## src/rtl/exec_pkg.sv

```systemverilog
// Shared definitions for the Ex-stage multiply/divide unit: opcodes, engine
// states and the sign-application helper used when results are finalised.
package exec_pkg;

   // Wide enough for a 2*XLEN product with XLEN up to 64.
   localparam int SIGN_W = 128;

   typedef enum logic [2:0] {
      MD_MULT  = 3'd0,
      MD_MULTU = 3'd1,
      MD_DIV   = 3'd2,
      MD_DIVU  = 3'd3,
      MD_MFHI  = 3'd4,
      MD_MFLO  = 3'd5,
      MD_MTHI  = 3'd6,
      MD_MTLO  = 3'd7
   } md_op_t;

   typedef enum logic [1:0] {
      ST_IDLE = 2'd0,
      ST_MUL  = 2'd1,
      ST_DIV  = 2'd2,
      ST_FIX  = 2'd3
   } md_state_t;

   // Two's-complement negation commutes with truncation, so callers zero-extend
   // in and size-cast the result back to their own width.
   function automatic logic [SIGN_W-1:0] apply_sign(input logic [SIGN_W-1:0] mag,
                                                   input logic neg);
      return neg ? -mag : mag;
   endfunction

endpackage

```

## src/rtl/exec_muldiv_unit_if.sv

```systemverilog
// Ex-stage request/response bundle between the pipeline control and the
// multiply/divide unit.
interface exec_muldiv_unit_if #(
   parameter int XLEN    = 32,
   parameter int FWD_SRC = 2
);
   localparam int SW = $clog2(FWD_SRC + 1);

   logic                      valid_in;
   logic [2:0]                op;
   logic [XLEN-1:0]           busA;
   logic [XLEN-1:0]           busB;
   logic [SW-1:0]             fwd_sel_a;
   logic [SW-1:0]             fwd_sel_b;
   logic [FWD_SRC*XLEN-1:0]   fwd_data;
   logic                      flush;
   logic                      stall_out;
   logic                      busy;
   logic [XLEN-1:0]           result;
   logic                      result_valid;

   modport master (
      output valid_in, op, busA, busB, fwd_sel_a, fwd_sel_b, fwd_data, flush,
      input  stall_out, busy, result, result_valid
   );

   modport slave (
      input  valid_in, op, busA, busB, fwd_sel_a, fwd_sel_b, fwd_data, flush,
      output stall_out, busy, result, result_valid
   );

endinterface

```

## src/rtl/muldiv_core.sv

```systemverilog
// Iterative shift-add multiplier and restoring radix-2 divider on magnitudes;
// signs are re-applied in FIX and the finished HI/LO pair is offered for one cycle.
//
//   state   | meaning
//   --------+--------------------------------------------------------------
//   IDLE    | waiting for a mul/div issue; operands latched on start
//   MUL     | retiring MUL_BPC multiplier bits per cycle
//   DIV     | producing one quotient bit per cycle
//   FIX     | signs applied; hi_res/lo_res valid for the HI/LO write
module muldiv_core
   import exec_pkg::*;
#(
   parameter int XLEN    = 32,
   parameter int MUL_BPC = 2
) (
   input  logic            clk,
   input  logic            rst_n,
   input  logic            flush,
   input  logic            start_mul,
   input  logic            start_div,
   input  logic            is_signed,
   input  logic [XLEN-1:0] opa,
   input  logic [XLEN-1:0] opb,
   output md_state_t       state,
   output logic            fix,
   output logic [XLEN-1:0] hi_res,
   output logic [XLEN-1:0] lo_res
);

   localparam int CNT_W = $clog2(XLEN + 1);
   localparam int PW    = 2 * XLEN;
   localparam int PP_W  = XLEN + MUL_BPC;

   md_state_t         state_nxt;
   logic [PW-1:0]     acc, mul_next, prod;
   logic [PP_W-1:0]   pp;
   logic [PW+MUL_BPC-1:0] mul_sum;
   logic [XLEN-1:0]   mcand, rem, quo, dvsr, dividend;
   logic [XLEN-1:0]   rem_next, quo_next, a_abs, b_abs;
   logic [XLEN:0]     r2, diff;
   logic [CNT_W-1:0]  cnt;
   logic              neg_lo, neg_rem, div0, op_div;

   assign a_abs = (is_signed && opa[XLEN-1]) ? -opa : opa;
   assign b_abs = (is_signed && opb[XLEN-1]) ? -opb : opb;

   always_ff @(posedge clk or negedge rst_n) begin
      if (!rst_n) state <= ST_IDLE;
      else        state <= state_nxt;
   end

   always_comb begin
      state_nxt = state;
      case (state)
         ST_IDLE: begin
            if (start_mul)      state_nxt = ST_MUL;
            else if (start_div) state_nxt = ST_DIV;
         end
         ST_MUL:  if (cnt == CNT_W'(1)) state_nxt = ST_FIX;
         ST_DIV:  if (cnt == CNT_W'(1)) state_nxt = ST_FIX;
         ST_FIX:  state_nxt = ST_IDLE;
         default: state_nxt = ST_IDLE;
      endcase
      if (flush) state_nxt = ST_IDLE;
   end

   // Low half of acc holds the not-yet-consumed multiplier bits.
   always_comb begin
      pp = '0;
      for (int j = 0; j < MUL_BPC; j++) begin
         if (acc[j]) pp = pp + (PP_W'(mcand) << j);
      end
      mul_sum  = {{MUL_BPC{1'b0}}, acc} + {pp, {XLEN{1'b0}}};
      mul_next = PW'(mul_sum >> MUL_BPC);
   end

   always_comb begin
      r2   = {rem, quo[XLEN-1]};
      diff = r2 - {1'b0, dvsr};
      if (!diff[XLEN]) begin
         rem_next = diff[XLEN-1:0];
         quo_next = {quo[XLEN-2:0], 1'b1};
      end else begin
         rem_next = r2[XLEN-1:0];
         quo_next = {quo[XLEN-2:0], 1'b0};
      end
   end

   always_ff @(posedge clk or negedge rst_n) begin
      if (!rst_n) begin
         acc      <= '0;
         mcand    <= '0;
         rem      <= '0;
         quo      <= '0;
         dvsr     <= '0;
         dividend <= '0;
         cnt      <= '0;
         neg_lo   <= 1'b0;
         neg_rem  <= 1'b0;
         div0     <= 1'b0;
         op_div   <= 1'b0;
      end else begin
         case (state)
            ST_IDLE: begin
               if (start_mul || start_div) begin
                  acc      <= {{XLEN{1'b0}}, b_abs};
                  mcand    <= a_abs;
                  rem      <= '0;
                  quo      <= a_abs;
                  dvsr     <= b_abs;
                  dividend <= opa;
                  cnt      <= start_mul ? CNT_W'(XLEN / MUL_BPC) : CNT_W'(XLEN);
                  neg_lo   <= is_signed && (opa[XLEN-1] ^ opb[XLEN-1]);
                  neg_rem  <= is_signed && opa[XLEN-1];
                  div0     <= (opb == '0);
                  op_div   <= !start_mul;
               end
            end
            ST_MUL: begin
               acc <= mul_next;
               cnt <= cnt - CNT_W'(1);
            end
            ST_DIV: begin
               rem <= rem_next;
               quo <= quo_next;
               cnt <= cnt - CNT_W'(1);
            end
            default: ;
         endcase
      end
   end

   // Most-negative / -1 needs no special case: |MIN| / 1 already yields MIN, rem 0.
   always_comb begin
      prod   = PW'(apply_sign(SIGN_W'(acc), neg_lo));
      hi_res = prod[PW-1:XLEN];
      lo_res = prod[XLEN-1:0];
      if (op_div) begin
         if (div0) begin
            hi_res = dividend;
            lo_res = '1;
         end else begin
            hi_res = XLEN'(apply_sign(SIGN_W'(rem), neg_rem));
            lo_res = XLEN'(apply_sign(SIGN_W'(quo), neg_lo));
         end
      end
   end

   assign fix = (state == ST_FIX);

endmodule

```

## src/rtl/exec_muldiv_unit.sv

```systemverilog
// Ex-stage multiply/divide unit: operand forwarding, HI/LO registers, MFHI/MFLO
// read path and the pipeline stall, wrapped around the iterative engine.
module exec_muldiv_unit
   import exec_pkg::*;
#(
   parameter int XLEN    = 32,
   parameter int FWD_SRC = 2,
   parameter int MUL_BPC = 2
) (
   input  logic              clk,
   input  logic              rst_n,
   exec_muldiv_unit_if.slave bus
);

   localparam int SW = $clog2(FWD_SRC + 1);

   md_op_t          op;
   md_state_t       state;
   logic [XLEN-1:0] opa, opb, hi, lo, hi_res, lo_res;
   logic            idle, fix, is_mul, is_div, is_md, rd_hilo, mt_ok;

   assign op = md_op_t'(bus.op);

   // Selects above FWD_SRC match no source and fall back to the register file.
   always_comb begin
      opa = bus.busA;
      opb = bus.busB;
      for (int k = 0; k < FWD_SRC; k++) begin
         if (bus.fwd_sel_a == SW'(k + 1)) opa = bus.fwd_data[k*XLEN +: XLEN];
         if (bus.fwd_sel_b == SW'(k + 1)) opb = bus.fwd_data[k*XLEN +: XLEN];
      end
   end

   assign idle   = (state == ST_IDLE);
   assign is_mul = (op == MD_MULT) || (op == MD_MULTU);
   assign is_div = (op == MD_DIV)  || (op == MD_DIVU);
   assign is_md  = is_mul || is_div;

   muldiv_core #(
      .XLEN    (XLEN),
      .MUL_BPC (MUL_BPC)
   ) u_core (
      .clk       (clk),
      .rst_n     (rst_n),
      .flush     (bus.flush),
      .start_mul (bus.valid_in && is_mul),
      .start_div (bus.valid_in && is_div),
      .is_signed ((op == MD_MULT) || (op == MD_DIV)),
      .opa       (opa),
      .opb       (opb),
      .state     (state),
      .fix       (fix),
      .hi_res    (hi_res),
      .lo_res    (lo_res)
   );

   assign bus.busy      = !idle;
   assign bus.stall_out = bus.valid_in && (!idle || is_md);

   assign rd_hilo          = bus.valid_in && !bus.flush && idle &&
                             ((op == MD_MFHI) || (op == MD_MFLO));
   assign bus.result_valid = rd_hilo;
   assign bus.result       = !rd_hilo ? '0 : (op == MD_MFHI) ? hi : lo;

   assign mt_ok = bus.valid_in && !bus.flush && idle;

   always_ff @(posedge clk or negedge rst_n) begin
      if (!rst_n) begin
         hi <= '0;
         lo <= '0;
      end else if (fix && !bus.flush) begin
         hi <= hi_res;
         lo <= lo_res;
      end else if (mt_ok && op == MD_MTHI) begin
         hi <= opa;
      end else if (mt_ok && op == MD_MTLO) begin
         lo <= opa;
      end
   end

endmodule
```

## src/flat_wrapper.sv

```systemverilog
// flat-port wrapper written by rule: the top's interface ports become plain ports
module exec_muldiv_unit_flat import exec_pkg::*;
#(
   parameter int XLEN    = 32,
   parameter int FWD_SRC = 2,
   parameter int MUL_BPC = 2
)
  (clk, rst_n, bus_valid_in, bus_op, bus_busA, bus_busB, bus_fwd_sel_a, bus_fwd_sel_b, bus_fwd_data, bus_flush, bus_stall_out, bus_busy, bus_result, bus_result_valid);
  exec_muldiv_unit_if #(.XLEN(XLEN), .FWD_SRC(FWD_SRC)) bus_i ();
  input  logic clk;
  input  logic rst_n;
  input wire logic [$bits(bus_i.valid_in)-1:0] bus_valid_in;
  input wire logic [$bits(bus_i.op)-1:0] bus_op;
  input wire logic [$bits(bus_i.busA)-1:0] bus_busA;
  input wire logic [$bits(bus_i.busB)-1:0] bus_busB;
  input wire logic [$bits(bus_i.fwd_sel_a)-1:0] bus_fwd_sel_a;
  input wire logic [$bits(bus_i.fwd_sel_b)-1:0] bus_fwd_sel_b;
  input wire logic [$bits(bus_i.fwd_data)-1:0] bus_fwd_data;
  input wire logic [$bits(bus_i.flush)-1:0] bus_flush;
  output wire logic [$bits(bus_i.stall_out)-1:0] bus_stall_out;
  output wire logic [$bits(bus_i.busy)-1:0] bus_busy;
  output wire logic [$bits(bus_i.result)-1:0] bus_result;
  output wire logic [$bits(bus_i.result_valid)-1:0] bus_result_valid;
  assign bus_i.valid_in = bus_valid_in;
  assign bus_i.op = bus_op;
  assign bus_i.busA = bus_busA;
  assign bus_i.busB = bus_busB;
  assign bus_i.fwd_sel_a = bus_fwd_sel_a;
  assign bus_i.fwd_sel_b = bus_fwd_sel_b;
  assign bus_i.fwd_data = bus_fwd_data;
  assign bus_i.flush = bus_flush;
  assign bus_stall_out = bus_i.stall_out;
  assign bus_busy = bus_i.busy;
  assign bus_result = bus_i.result;
  assign bus_result_valid = bus_i.result_valid;
  exec_muldiv_unit #(.XLEN(XLEN), .FWD_SRC(FWD_SRC), .MUL_BPC(MUL_BPC)) u_core (.clk(clk), .rst_n(rst_n), .bus(bus_i));
endmodule
```

## config.mk

```make
export PLATFORM = sky130hd
export DESIGN_NAME = exec_muldiv_unit_flat
export DESIGN_NICKNAME = d
export VERILOG_FILES = /design/src/rtl/exec_pkg.sv /design/src/rtl/exec_muldiv_unit_if.sv /design/src/rtl/muldiv_core.sv /design/src/rtl/exec_muldiv_unit.sv /design/src/flat_wrapper.sv
export SDC_FILE = /design/constraint.sdc
export NUM_CORES = 1
export LEC_CHECK = 0
export CAP_MARGIN = 20
export CORE_ASPECT_RATIO = 0.6
export CORE_UTILIZATION = 60
export CTS_BUF_LIST = sky130_fd_sc_hd__clkbuf_2
export CTS_CLUSTER_DIAMETER = 200
export DETAILED_ROUTE_END_ITERATION = 6
export DONT_BUFFER_PORTS = 1
export PLACE_DENSITY = 0.75
export SYNTH_ARGS = -nofsm -noshare
export SYNTH_HDL_FRONTEND = slang
export SYNTH_HIERARCHICAL = 1
export SYNTH_SLANG_ARGS = --single-unit
export TNS_END_PERCENT = 20
```

## constraint.sdc

```tcl
create_clock -name clk -period 9.41 [get_ports clk]
set_input_delay 1.882 -clock clk [delete_from_list [all_inputs] [get_ports clk]]
set_output_delay 1.882 -clock clk [all_outputs]
set_load 0.02 [all_outputs]
```

==> results by group, run 1 <==
Synth
  – Mux contribution to synthesized area: 10.5%
  – Main combinational cell family by area after synthesis: compound AO/OA/AOI/OAI gates
  – Count leader, synth: nand2_1
  – Top cells by area, synth: dfrtp_1, mux2i_1, nand2_1
  – Syn Inst Count: about 3100
  – Largest area contributor in the netlist: dfrtp_1
  – XOR/XNOR share of the synthesized area: under 10%
  – Post-synthesis compound-gate area fraction: between 20% and 30%
  – Mapped Area: about 26000 um2
  – Syn. warnings: 6
  – Sequential share of the synthesized area: slightly below 30%
  – Top FF cell, synth: dfrtp_1
  – Yosys cell types: 84
  – Mapped Nets: roughly 3400
  – #FFs+latches synth: ~300
  – Async SR Flop Fraction: between 90% and 100%
  – Synth Area in Adders: between 5 and 6%
  – Synth top cells by count: nand2_1, o21ai_0, dfrtp_1
  – Synth Area in Simple Gates: 16.4%
  – Mean post-synth cell area: ~8.1 um2
  – Synth top area share: roughly 29%
  – Post-synth EDFFs: 0

STA
  – Setup violators final: 0
  – Final worst setup slack: around 2.6 ns
  – RSZ-0062 raised after global routing: false
  – Peak Freq: between 0.1 and 0.15 GHz
  – Crit path time final: 6.82 ns
  – Sum of negative setup slack: 0 ns
  – Slew @ Worst Pin: between 1 and 1.5 ns
  – Final period util: between 70 and 80%
  – Worst slew margin: 11.5%
  – Final Hold Fails: 0
  – Min Hold Slack: slightly below 0.5 ns
  – Clock skew: about 0.094 ns
  – Final max-slew violation count: 0

Global routing
  – Largest net degree at the start of global routing: 300
  – Initial antenna violation count: 2
  – Total global routing overflow: 0
  – Vias in the first global route: between 20000 and 25000
  – Total GRT Usage: a little over two fifths
  – First-pass GRT wire length: between 100000 and 150000 um

Critical path
  – R2R depth: 22
  – CP required: between 10 and 15 ns
  – Critical path type: reg -> reg
  – Crit Path Max Fanout: 26
  – Worst r2r src: u_core/u_core/acc[0]
  – CP startpoint: u_core/u_core/acc[0]
  – Worst r2r dst: u_core/u_core/acc[63]
  – FF-to-FF setup slack: approximately 2.6 ns
  – WP data arrival: just under 8 ns
  – Startpoint Class: register
  – Crit. End Element: register

Floorplanning
  – Die Span Y: 162 um
  – Die width: between 200 and 300 um
  – Initial Util: approximately 61%
  – Number of placed I/O pins: 174
  – Core area: about 42000 um2
  – Die area: 43600 um2
  – Row count: 58

Place
  – Final HPWL DP: between 70000 and 80000 um
  – DP Cell Count: ~3500
  – Final GP Congestion: between 1 and 1.5
  – Total placed instance area: approximately 26000 um2
  – I/O Buffers: 0
  – Place WS: 2.81 ns

Routing
  – DRC Markers: 0
  – Routed wire per std cell: ~26 um
  – Initial DRC Count: between 3000 and 4000
  – ANT nets after route: 0
  – Via density: about 6.8
  – Routed WL: between 90000 and 100000 um
  – Pre-Repair DR Iteration Count: 7
  – Via Count: roughly 25000

Finish
  – Fraction of layout cells with a size suffix above 1: a little under a tenth
  – Fin nets: 3292
  – Fin area: approximately 27000 um2
  – Sequential Area: 7490 um2
  – Layout Cells excl Fill: about 3700
  – Fillers: roughly 3700
  – P&R area growth vs syn: 3.36%
  – Footprint of the multi-input gates: approximately 17000 um2
  – Final core occ: between 60% and 70%

Power
  – Design Power: 7.96 mW
  – Peak supply drop: around 0.00018 V
  – Pwr dens: around 300 nW/um2
  – Static leakage: 11.4 nW

Clock network
  – CTS Sinks: 299
  – Clock tree buffer depth: 3
  – Root Driver: clkbuf_2
  – Clk pin slew, worst setup/hold paths: about 0.11 ns
  – H-tree depth: 3
  – Worst skew pair latency: roughly 1.1 ns
  – Post_cts resized: 0
  – # hold bufs at CTS: 0
  – CTS tree: done
  – Number of buffers created by CTS: 78
  – Post-CTS Setup Bufs: 0

Min path
  – Hold Crit Endpoint: u_core/u_core/dividend[1]
  – Hold Path Class: reg -> reg
  – Hold path depth: 2
  – HP Start: u_core/u_core/dividend[1]

Status
  – Status: completed

Flow run
  – Max-cap violation count: 0
## worst max-delay path by stage
stage                                  to  depth (start not counted)
global placement    u_core/u_core/acc[62]                         20
detailed placement  u_core/u_core/acc[62]                         20
global route        u_core/u_core/acc[62]                         20
CTS                 u_core/u_core/acc[63]                         22
finish              u_core/u_core/acc[63]                         22
floorplan           u_core/u_core/acc[29]                         14
## worst max-delay path, stage by stage (launching register included)
cell	delay [ns]
dfrtp_1	0.89
buf_4	0.39
and2_1	0.19
ha_1	0.32
a21o_1	0.23
a21o_1	0.17
a211oi_1	0.65
a31oi_1	0.21
a21boi_0	0.41
o21bai_1	0.13
a21oi_1	0.21
xnor2_1	0.09
mux2_2	0.27
ha_1	0.37
and3_1	0.21
nand3_1	0.11
nor4_1	0.35
nor3_1	0.19
o31ai_1	0.59
a21oi_1	0.17
a211oi_1	0.31
xor2_1	0.16
o21ai_0	0.08
## flip-flops by register name, indices dropped and copies added, names as in the netlist
signal and count:
u_core/u_core/neg_rem 1, u_core/u_core/state 2, u_core/u_core/cnt 6, u_core/u_core/rem 32, u_core/u_core/quo 32, u_core/u_core/dvsr 32, u_core/hi 32, u_core/u_core/mcand 32
u_core/u_core/div0 1, u_core/lo 32, u_core/u_core/op_div 1, u_core/u_core/acc 64, u_core/u_core/dividend 31, u_core/u_core/neg_lo 1
## cell type report
type                            count  share of cell area [%]
Timing Repair Buffer               26                   0.859
Clock buffer                      106                    2.00
Multi-Input combinational cell   2528                    63.9
Inverter                          115                    1.63
Antenna cell                        1                 0.00944
Clock inverter                     23                   0.694
Sequential cell                   299                    28.2
Tap cell                          570                    2.69
## cell usage in the layout (no fill, tap or decap), types with 47 or more instances in the layout
| cell | instances |
|---|---|
| nand2_1 | 452 |
| o21ai_0 | 300 |
| dfrtp_1 | 296 |
| a21oi_1 | 220 |
| mux2i_1 | 177 |
| nor2_1 | 161 |
| xnor2_1 | 158 |
| o211ai_1 | 138 |
| inv_1 | 113 |
| xor2_1 | 111 |
| clkbuf_2 | 106 |
| ha_1 | 100 |
| mux2_2 | 81 |
| a21o_1 | 65 |
| o31ai_1 | 54 |
| nor2b_1 | 47 |
## power by group
| part | switching [mW] | total, mW | internal, mW |
|---|---|---|---|
| Clock | 0.602 | 0.989 | 0.387 |
| Sequential | 0.727 | 2.53 | 1.80 |
| Combinational | 2.76 | 4.44 | 1.68 |
| Total | 4.09 | 7.96 | 3.87 |
## routing by layer
layer / GRT usage, % / up-vias / wire, um
li1: - / 11100 / -
met1: 62.7 / 11938 / 40800
met2: 54.9 / 1662 / 35300
met3: 18.7 / 231 / 15100
met4: 12.1 / 2 / 2940
met5: 0 / - / 15
## logic make-up after synthesis
kind of cell	after synthesis
AO/OA/AOI/OAI	993
AND/OR/NAND/NOR	903
buffers and inverters	319
flip-flops	299
XOR/XNOR	269
multiplexers	258
adder cells (fa/ha/maj)	105
No activity file was read; power rests on OpenSTA's default activity.
==> run 2: changes to the inputs <==
- clock period: 9.41 -> 6.3 ns (I/O delays scaled with it)
==> run 2 against run 1 <==
  * The run now ends with negative hold slack left
  * Largest power group unchanged
  * Sequential power up 45%
  * Critical path type unchanged
  * Register-to-register slack worse by 2.2 ns
  * Via count down 0.77%
==> results by group, run 2 (synthesis results as in run 1) <==
Critical path
  – Crit Path Max Fanout: 6 (-77%)
  – WP data arrival: 6.81 ns (-0.91 ns)
  – Startpoint Class: register
  – FF-to-FF setup slack: 0.34 ns (-2.25 ns)
  – Critical path type: reg -> reg
  – Crit. End Element: register
  – CP required: 7.15 ns (-3.16 ns)

Global routing
  – Total global routing overflow: 0 (unchanged)
  – Vias in the first global route: 22140 (-0.56%)
  – Largest net degree at the start of global routing: 300 (unchanged)
  – Total GRT Usage: 43.0% (+0.52 points)
  – First-pass GRT wire length: 139000 um (about the same)
  – Initial antenna violation count: 5 (+3)

STA
  – Slew @ Worst Pin: 1.14 ns (-0.179 ns)
  – Peak Freq: 0.168 GHz (+14%)
  – RSZ-0062 raised after global routing: false
  – Worst slew margin: 23.5% (+12 points)
  – Final period util: 94.6% (+22 points)
  – Final Hold Fails: 38 (+38)
  – Setup violators final: 0 (unchanged)
  – Crit path time final: 5.96 ns (-0.861 ns)
  – Sum of negative setup slack: 0 ns (unchanged)
  – Final max-slew violation count: 0 (unchanged)
  – Min Hold Slack: -0.105 ns (-0.597 ns)
  – Final worst setup slack: 0.337 ns (-2.25 ns)
  – Clock skew: 0.118 ns (+0.0248 ns)

Finish
  – Layout Cells excl Fill: 3681 (+0.35%)
  – Fraction of layout cells with a size suffix above 1: 9.78% (+0.22 points)
  – Most flops, register: u_core/u_core/acc
  – Most frequent cells in the layout: nand2_1, o21ai_0, dfrtp_1, a21oi_1, mux2i_1
  – Fin nets: 3299 (+0.21%)
  – Fin area: 26500 um2 (+0.12%)
  – P&R area growth vs syn: 3.48%
  – Commonest non-fill, non-tap cell in the layout: nand2_1
  – Largest register FFs: 64 (unchanged)

Min path
  – Hold Path Class: in -> async

Routing
  – Pre-Repair DR Iteration Count: 6 (-1)
  – Initial DRC Count: 3578 (-3.2%)
  – Via Count: 24741 (-0.77%)
  – ANT nets after route: 0 (unchanged)
  – DRC Markers: 0 (unchanged)
  – Routed WL: 95400 um (+1.3%)
  – Via density: 6.72 (-1.1%)
  – Routed wire per std cell: 25.9 um (+0.95%)

Power
  – Peak supply drop: 0.000276 V (+54%)
  – Design Power: 11.7 mW (+47%)
  – Gate power share: 56.9% (+1.1 points)
  – Static leakage: 11.4 nW (+0.32%)
  – Clk pwr share: 11.9% (-0.5 points)
  – Sw frac: 51.2% (-0.20 points)
  – Pwr dens: 442 nW/um2 (+47%)
  – Internal power: 5.72 mW (+48%)
  – Sw power: 6.01 mW (+47%)
  – Sequential power share: 31.2% (-0.6 points)

Clock network
  – Post-CTS Setup Bufs: 0 (unchanged)
  – H-tree depth: 3 (unchanged)
  – CTS tree: done
  – Worst skew pair latency: 1.04 ns (about the same)
  – Clk pin slew, worst setup/hold paths: 0.12 ns (about the same)
  – Root Driver: clkbuf_2
  – CTS Sinks: 299 (unchanged)
  – Clock tree buffer depth: 3 (unchanged)
  – Number of buffers created by CTS: 78 (unchanged)

Place
  – Total placed instance area: 25800 um2 (+0.33%)
  – Final GP Congestion: 1.02 (-9.2%)
  – Final HPWL DP: 71700 um (+0.98%)
  – DP Cell Count: 3544 (+0.23%)
  – I/O Buffers: 0 (unchanged)
  – Place WS: 0.363 ns (-2.45 ns)

Floorplanning
  – Core area: 42000 um2 (unchanged)
  – Die Span Y: 162 um (unchanged)
  – Row count: 58 (unchanged)
  – Die width: 269 um (unchanged)
  – Number of placed I/O pins: 174 (unchanged)
  – Initial Util: 61.0% (unchanged)
  – Die area: 43600 um2 (unchanged)

Status
  – Failing checks: negative hold slack
  – Status: complete, but fails checks

Flow run
  – Max-cap violation count: 0 (unchanged)
==> run 2: worst paths after layout <==
kind,startpoint,endpoint,cells after the start
worst max-delay path,u_core/u_core/mcand[1],u_core/u_core/acc[62],20
worst min-delay path,rst_n,u_core/u_core/rem[10],0
worst max register to register,u_core/u_core/mcand[1],u_core/u_core/acc[62],20
worst min register to register,u_core/u_core/dividend[15],u_core/u_core/dividend[15],2
max in group asynchronous,rst_n,u_core/u_core/div0,0
min in group clk,bus_flush,u_core/u_core/state[1],1
==> run 2: metal layers <==
metal	vias to the layer above	routed length [um]	track usage, %
met2	1647	35300	53.7
li1	11084	-	-
met4	6	2350	11.4
met1	11826	40700	62.2
met5	-	34	0
met3	178	17000	23.7
==> run 2: layout make-up <==
type / count / area (um2)
timing repair buffer: 33 / 293
tap: 570 / 713
clock buffer: 108 / 541
sequential: 299 / 7490
clock inverter: 25 / 130
inverter: 115 / 432
fill: 3700 / 15500
multi-input combinational: 2528 / 16900
antenna: 3 / 7.51
==> run 2: power by group through the flow <==
stage	clock (mW)	combinational, mW	sequential [mW]
2_1_floorplan	0	4.90	3.25
3_3_place_gp	0	6.24	3.59
3_5_place_dp	0	6.40	3.64
4_1_cts	1.41	6.44	3.60
5_1_grt	1.51	7.22	3.74
6_report	1.40	6.68	3.66
==> run 2: worst max-delay path, stage by stage, from the launching register on <==
cell      delay, ns
dfrtp_1        0.44
and2_1         0.20
ha_1           0.21
fa_1           0.49
a21oi_1        0.21
o21ai_0        0.17
a211oi_2       0.42
a31oi_1        0.18
a21boi_0       0.47
o21bai_1       0.11
a21oi_1        0.19
xnor2_1        0.08
mux2_2         0.30
ha_1           0.39
nand3_1        0.13
or3_1          0.35
o311ai_0       0.70
a41oi_1        0.28
o21ai_0        0.27
xor2_1         0.15
o21ai_0        0.08
==> run 2: what timing repair did <==
action / CTS / global route
endpoints found under the setup margin: 0 / 4
resized for setup: 0 / 1
endpoints found under the hold margin: 294 / 273
==> run 2: through the flow <==
| step | hold WS, ns | util [%] |
|---|---|---|
| floorplan | 0.441 | - |
| global placement | 0.455 | 61.5 |
| detailed placement | 0.472 | 61.5 |
| CTS | -0.196 | 63.0 |
| global route | -0.175 | 63.1 |
| finish | -0.105 | 63.1 |
